--- config.mk ---
export PLATFORM = sky130hd
export DESIGN_NAME = uart_tx_arbiter_flat
export DESIGN_NICKNAME = d
export VERILOG_FILES = /design/src/rtl/uart_tx_arbiter_if.sv /design/src/rtl/uart_tx_arbiter.sv /design/src/flat_wrapper.sv
export SDC_FILE = /design/constraint.sdc
export NUM_CORES = 1
export LEC_CHECK = 0
export CAP_MARGIN = 0
export CORE_MARGIN = 1.5
export CORE_UTILIZATION = 35
export CTS_CLUSTER_SIZE = 14
export DETAILED_ROUTE_END_ITERATION = 8
export RECOVER_POWER = 100
export REMOVE_ABC_BUFFERS = 1
export SYNTH_ARGS = -nofsm -noshare
export SYNTH_HDL_FRONTEND = slang
export SYNTH_SLANG_ARGS = --single-unit
--- constraint.sdc ---
create_clock -name clk16x -period 2.07 [get_ports clk16x]
set_input_delay 0.3105 -clock clk16x [delete_from_list [all_inputs] [get_ports clk16x]]
set_output_delay 0.3105 -clock clk16x [all_outputs]
set_load 0.01 [all_outputs]
--- src/rtl/uart_tx_arbiter_if.sv ---
// Producer/transmitter-side bundle for uart_tx_arbiter.
// slave: arbiter view; master: producers + transmitter view.
interface uart_tx_arbiter_if #(
  parameter int unsigned NREQ = 4
);
  logic [NREQ-1:0]   req;
  logic [8*NREQ-1:0] data;
  logic [NREQ-1:0]   ack;
  logic [NREQ-1:0]   grant;
  logic              wrn;
  logic [7:0]        d_in;
  logic              t_empty;
  logic              busy;
  logic              err;
  logic              err_clr;

  modport slave (
    input  req, data, t_empty, err_clr,
    output ack, grant, wrn, d_in, busy, err
  );

  modport master (
    output req, data, t_empty, err_clr,
    input  ack, grant, wrn, d_in, busy, err
  );
endinterface

--- src/rtl/uart_tx_arbiter.sv ---
// Round-robin arbiter sharing one UART transmitter among NREQ byte producers.
// Issues a one-cycle active-low write strobe, then waits for t_empty with a timeout.
module uart_tx_arbiter #(
  parameter int unsigned NREQ    = 4,
  parameter int unsigned TIMEOUT = 512,
  parameter int unsigned TW      = 10
) (
  input logic              clk16x,
  input logic              clr,
  uart_tx_arbiter_if.slave bus
);

  localparam int unsigned PW = (NREQ > 1) ? $clog2(NREQ) : 1;

  typedef enum logic [1:0] {
    S_IDLE  = 2'd0,
    S_WRITE = 2'd1,
    S_WAIT  = 2'd2
  } state_e;

  state_e          state_q, state_d;
  logic            wrn_q, wrn_d;
  logic [7:0]      d_in_q, d_in_d;
  logic [NREQ-1:0] ack_q, ack_d;
  logic [NREQ-1:0] grant_q, grant_d;
  logic            err_q, err_d;
  logic [TW-1:0]   cnt_q, cnt_d;
  logic [PW-1:0]   ptr_q, ptr_d;

  logic [PW-1:0]   win_c;
  logic            found_c;
  logic            start_c;
  logic            done_c;
  logic            timeout_c;

  // Winner: first set req bit searching upward from ptr_q+1 with wrap.
  always_comb begin
    win_c   = ptr_q;
    found_c = 1'b0;
    for (int unsigned k = 1; k <= NREQ; k++) begin
      int unsigned idx;
      idx = (32'(ptr_q) + k) % NREQ;
      if (!found_c && bus.req[idx]) begin
        win_c   = PW'(idx);
        found_c = 1'b1;
      end
    end
  end

  assign start_c   = (state_q == S_IDLE) && bus.t_empty && found_c;
  assign done_c    = (state_q == S_WAIT) && bus.t_empty;
  assign timeout_c = (state_q == S_WAIT) && !bus.t_empty && (cnt_q == TW'(TIMEOUT - 1));

  // State register
  always_ff @(posedge clk16x or posedge clr) begin
    if (clr) state_q <= S_IDLE;
    else     state_q <= state_d;
  end

  // Next-state logic
  always_comb begin
    state_d = state_q;
    unique case (state_q)
      S_IDLE:  if (start_c) state_d = S_WRITE;
      S_WRITE: state_d = S_WAIT;
      S_WAIT:  if (done_c || timeout_c) state_d = S_IDLE;
      default: state_d = S_IDLE;
    endcase
  end

  // Output/datapath next values
  always_comb begin
    wrn_d   = 1'b1;
    ack_d   = '0;
    d_in_d  = d_in_q;
    grant_d = grant_q;
    cnt_d   = cnt_q;
    ptr_d   = ptr_q;
    err_d   = err_q;
    unique case (state_q)
      S_IDLE: begin
        if (start_c) begin
          d_in_d  = bus.data[{win_c, 3'b000} +: 8];
          grant_d = NREQ'(1) << win_c;
          ack_d   = NREQ'(1) << win_c;
          wrn_d   = 1'b0;
          ptr_d   = win_c;
        end
      end
      S_WRITE: begin
        cnt_d = '0;
      end
      S_WAIT: begin
        if (done_c || timeout_c) grant_d = '0;
        else                     cnt_d   = cnt_q + TW'(1);
      end
      default: begin
        grant_d = '0;
      end
    endcase
    // Set beats clear when both land in the same cycle.
    if (bus.err_clr) err_d = 1'b0;
    if (timeout_c)   err_d = 1'b1;
  end

  always_ff @(posedge clk16x or posedge clr) begin
    if (clr) begin
      wrn_q   <= 1'b1;
      d_in_q  <= '0;
      ack_q   <= '0;
      grant_q <= '0;
      err_q   <= 1'b0;
      cnt_q   <= '0;
      ptr_q   <= PW'(NREQ - 1);
    end else begin
      wrn_q   <= wrn_d;
      d_in_q  <= d_in_d;
      ack_q   <= ack_d;
      grant_q <= grant_d;
      err_q   <= err_d;
      cnt_q   <= cnt_d;
      ptr_q   <= ptr_d;
    end
  end

  assign bus.wrn   = wrn_q;
  assign bus.d_in  = d_in_q;
  assign bus.ack   = ack_q;
  assign bus.grant = grant_q;
  assign bus.err   = err_q;
  assign bus.busy  = (state_q != S_IDLE);

endmodule

--- src/flat_wrapper.sv ---
// flat-port wrapper written by rule: the top's interface ports become plain ports
module uart_tx_arbiter_flat 
#(
  parameter int unsigned NREQ    = 4,
  parameter int unsigned TIMEOUT = 512,
  parameter int unsigned TW      = 10
)
  (clk16x, clr, bus_req, bus_data, bus_t_empty, bus_err_clr, bus_ack, bus_grant, bus_wrn, bus_d_in, bus_busy, bus_err);
  uart_tx_arbiter_if #(.NREQ(NREQ)) bus_i ();
  input logic clk16x;
  input logic clr;
  input wire logic [$bits(bus_i.req)-1:0] bus_req;
  input wire logic [$bits(bus_i.data)-1:0] bus_data;
  input wire logic [$bits(bus_i.t_empty)-1:0] bus_t_empty;
  input wire logic [$bits(bus_i.err_clr)-1:0] bus_err_clr;
  output wire logic [$bits(bus_i.ack)-1:0] bus_ack;
  output wire logic [$bits(bus_i.grant)-1:0] bus_grant;
  output wire logic [$bits(bus_i.wrn)-1:0] bus_wrn;
  output wire logic [$bits(bus_i.d_in)-1:0] bus_d_in;
  output wire logic [$bits(bus_i.busy)-1:0] bus_busy;
  output wire logic [$bits(bus_i.err)-1:0] bus_err;
  assign bus_i.req = bus_req;
  assign bus_i.data = bus_data;
  assign bus_i.t_empty = bus_t_empty;
  assign bus_i.err_clr = bus_err_clr;
  assign bus_ack = bus_i.ack;
  assign bus_grant = bus_i.grant;
  assign bus_wrn = bus_i.wrn;
  assign bus_d_in = bus_i.d_in;
  assign bus_busy = bus_i.busy;
  assign bus_err = bus_i.err;
  uart_tx_arbiter #(.NREQ(NREQ), .TIMEOUT(TIMEOUT), .TW(TW)) u_core (.clk16x(clk16x), .clr(clr), .bus(bus_i));
endmodule
==> run summary <==
Syn. warnings -> 0
Worst Hold Slack -> 488 ps
Worst Tran Pin Value -> 587 ps
dominant cell by count in the synthesized netlist -> dfrtp_1
RSZ-0062 raised after global routing -> no
Placed Area -> 2330 µm²
Post-route DRC -> 0
minimum clock period -> 1900 ps
Initial Utilization -> 35.9%
ys flop type -> dfrtp_1
GPL Wtd Cong -> 0.816
register area share after synthesis -> 47.8%
Synth async-reset ratio -> 100%
clock power share -> 17.8%
Peak VDD IR -> 0.415 mV
Die W -> 72.3 µm
crit path max-delay cell type -> dlygate4sd3_1
layout overhead on the synthesized area -> 41.9%
fin crit share -> 91.8%
final total power -> 2.58 mW
critical path class -> reg -> out
Fin. Hold Viols -> 0
LEAKAGE -> 1.07 nW
crit-path max cell delay -> 600 ps
H-tree levels -> 2
power per cell area -> 1080 nW/µm²
non-filler cells, final -> 280
startpoint types -> flop
share of Yosys cell area claimed by the top area cell type -> 43.1%
share of power burned in registers -> 38.1%
worst path arrival time -> 1590 ps
MaxCap Viol Count -> 0
# fillers -> 434
Slew Limit Headroom -> 60.8%
Syn Area/Cell -> 10.5 µm²
CTS Buf Count -> 5
antenna viol nets, final -> 0
largest net degree at the start of global routing -> 24
Slew Limit Fails -> 0
Crit Path Max Fanout -> 8
Fmax -> 0.526 GHz
initial antenna violation count -> 0
Psw -> 0.935 mW
Net count, final -> 266
Worst Path Required -> 1760 ps
drt pass-1 iters -> 4
1st-iter DRT viols -> 76
Port-buffer cells -> 58
clk_skew -> 5.74 ps
Switching Fraction -> 36.2%
Worst-path clk slew -> 70 ps
Die ar. -> 5230 µm²
Tot GR Track Use -> 17.3%
CP delay by family, top -> buffers and inverters
Max Root-Sink Buffers -> 2
I/O Pins -> 59
setup bufs post-CTS -> 0
Core Rows -> 25
Design Area, Final -> 2390 µm²
clk_lat worst skew -> 280 ps
Mapped Cells -> 160
CTS tree -> done
post-synth top area cell -> dfrtp_1
final worst setup slack -> 171 ps
min-delay worst type -> reg -> reg
via count -> 1,437
antenna cells -> 0
Power Internal -> 1.65 mW
crit path buf inv count -> 2
outcome -> finished, final reports clean
Commonest cells post-synth -> dfrtp_1, mux2i_1, nand2_1
Logic pwr share -> 44.1%
clk sinks -> 32
GR Overflow Total -> 0
first-pass GRT wire length -> 6.87 mm
Core ar. -> 4690 µm²
Inst Count DP -> 272
Die H -> 72.3 µm
Post-Syn Area -> 1680 µm²
dpl hpwl -> 3.10 mm
vias in the first global route -> 1,475
Root Buffer Master -> clkbuf_8
final setup vio count -> 0
Post-synth EDFFs -> 0
Vias/cell -> 5.13
flops & latches, synth -> 32
routed wirelength normalized by instance count -> 14.6 µm
share of layout cells above drive strength 1 -> 11.5%
largest cells by area after synthesis -> dfrtp_1, mux2i_1, dfstp_2
DP Worst Slack -> -52.1 ps
critical path cell sequence -> nor2_2, inv_1, dlygate4sd3_1
final WL -> 4.08 mm
hold buffer count at cts -> 0
CP endpoint kind -> primary output
Synth cell types -> 38
PostCTS Resize Cnt -> 0
## worst min-delay path, delay by kind of cell (launching register included)
kind / cells / cell delay [ps]
compound gates: 1 / 50
flops: 1 / 350
simple gates: 1 / 50
## power groups by stage
stage / combinational [mW] / sequential [mW] / clock (mW)
floorplan: 0.562 / 1.03 / 0
global placement: 1.18 / 0.992 / 0
detailed placement: 1.22 / 0.993 / 0
CTS: 1.23 / 0.990 / 0.479
global route: 1.25 / 1.01 / 0.515
finish: 1.14 / 0.984 / 0.460
## flip-flops by register name, summed over array words and instances, names as in the netlist
signal / flops
u_core.cnt_q: 10
u_core.bus.d_in: 8
u_core.bus.ack: 4
u_core.bus.grant: 4
u_core.ptr_q: 2
u_core.state_q: 2
u_core.bus.err: 1
u_core.bus.wrn: 1
## metal layers
metal | track usage [%] | up-vias | part of all wire, %
met3 | 6.81 | 6 | 6.6
met2 | 29.1 | 49 | 50
met5 | 0 | - | 0
met1 | 20.4 | 684 | 43
li1 | - | 698 | -
met4 | 5.03 | 0 | 0.81
## area by class of cell
cell class / instances / area (µm²) / share of cell area, %
multi-input cells: 110 / 753 / 31.6
well taps: 54 / 67.6 / 2.83
flip-flops and latches: 32 / 805 / 33.7
clock inverters: 1 / 5.00 / 0.210
repair buffers: 66 / 643 / 26.9
inverters: 10 / 37.5 / 1.57
clock buffers: 7 / 76.3 / 3.20
## per-stage QoR
| step | utilization (%) | TNS [ps] |
|---|---|---|
| after floorplan | - | 0 |
| after global placement | 49.6 | 0 |
| after detailed placement | 49.6 | -274 |
| after CTS | 51.3 | 0 |
| after global routing | 50.9 | 0 |
| final | 50.9 | 0 |
## cells by family (layout without fill, tap and decap cells)
family	count (synthesis)	in the layout	share of synthesized area, %
AO/OA/AOI/OAI	29	29	13.3
XOR/XNOR	5	5	2.60
adder cells (fa/ha/maj)	1	1	0.743
buffers and inverters	18	84	6.77
flip-flops	32	32	47.8
multiplexers	19	19	11.3
AND/OR/NAND/NOR	56	56	17.5
## worst paths after layout
path	from	endpoint	slack, ps	cells past startpoint
setup / recovery	u_core.state_q[1]	bus_busy	170	3
hold / removal	u_core.bus.grant[3]	u_core.bus.grant[3]	490	2
setup reg to reg	u_core.cnt_q[0]	u_core.cnt_q[7]	240	7
hold reg to reg	u_core.bus.grant[3]	u_core.bus.grant[3]	490	2
max in group asynchronous	clr	u_core.cnt_q[9]	670	3
min in group asynchronous	clr	u_core.bus.ack[1]	500	2
## placed cells by master, fill, tap and decap left out, types with 5 or more instances in the layout
master,count
dlygate4sd3_1,20
o21ai_0,8
inv_1,8
xnor2_1,5
o221ai_1,8
clkbuf_8,5
dfrtp_1,29
nand3_1,8
clkdlybuf4s50_1,38
nand2_1,19
nor2_1,9
nor3_1,5
mux2i_1,19
Power figures use the tool's default switching activity.
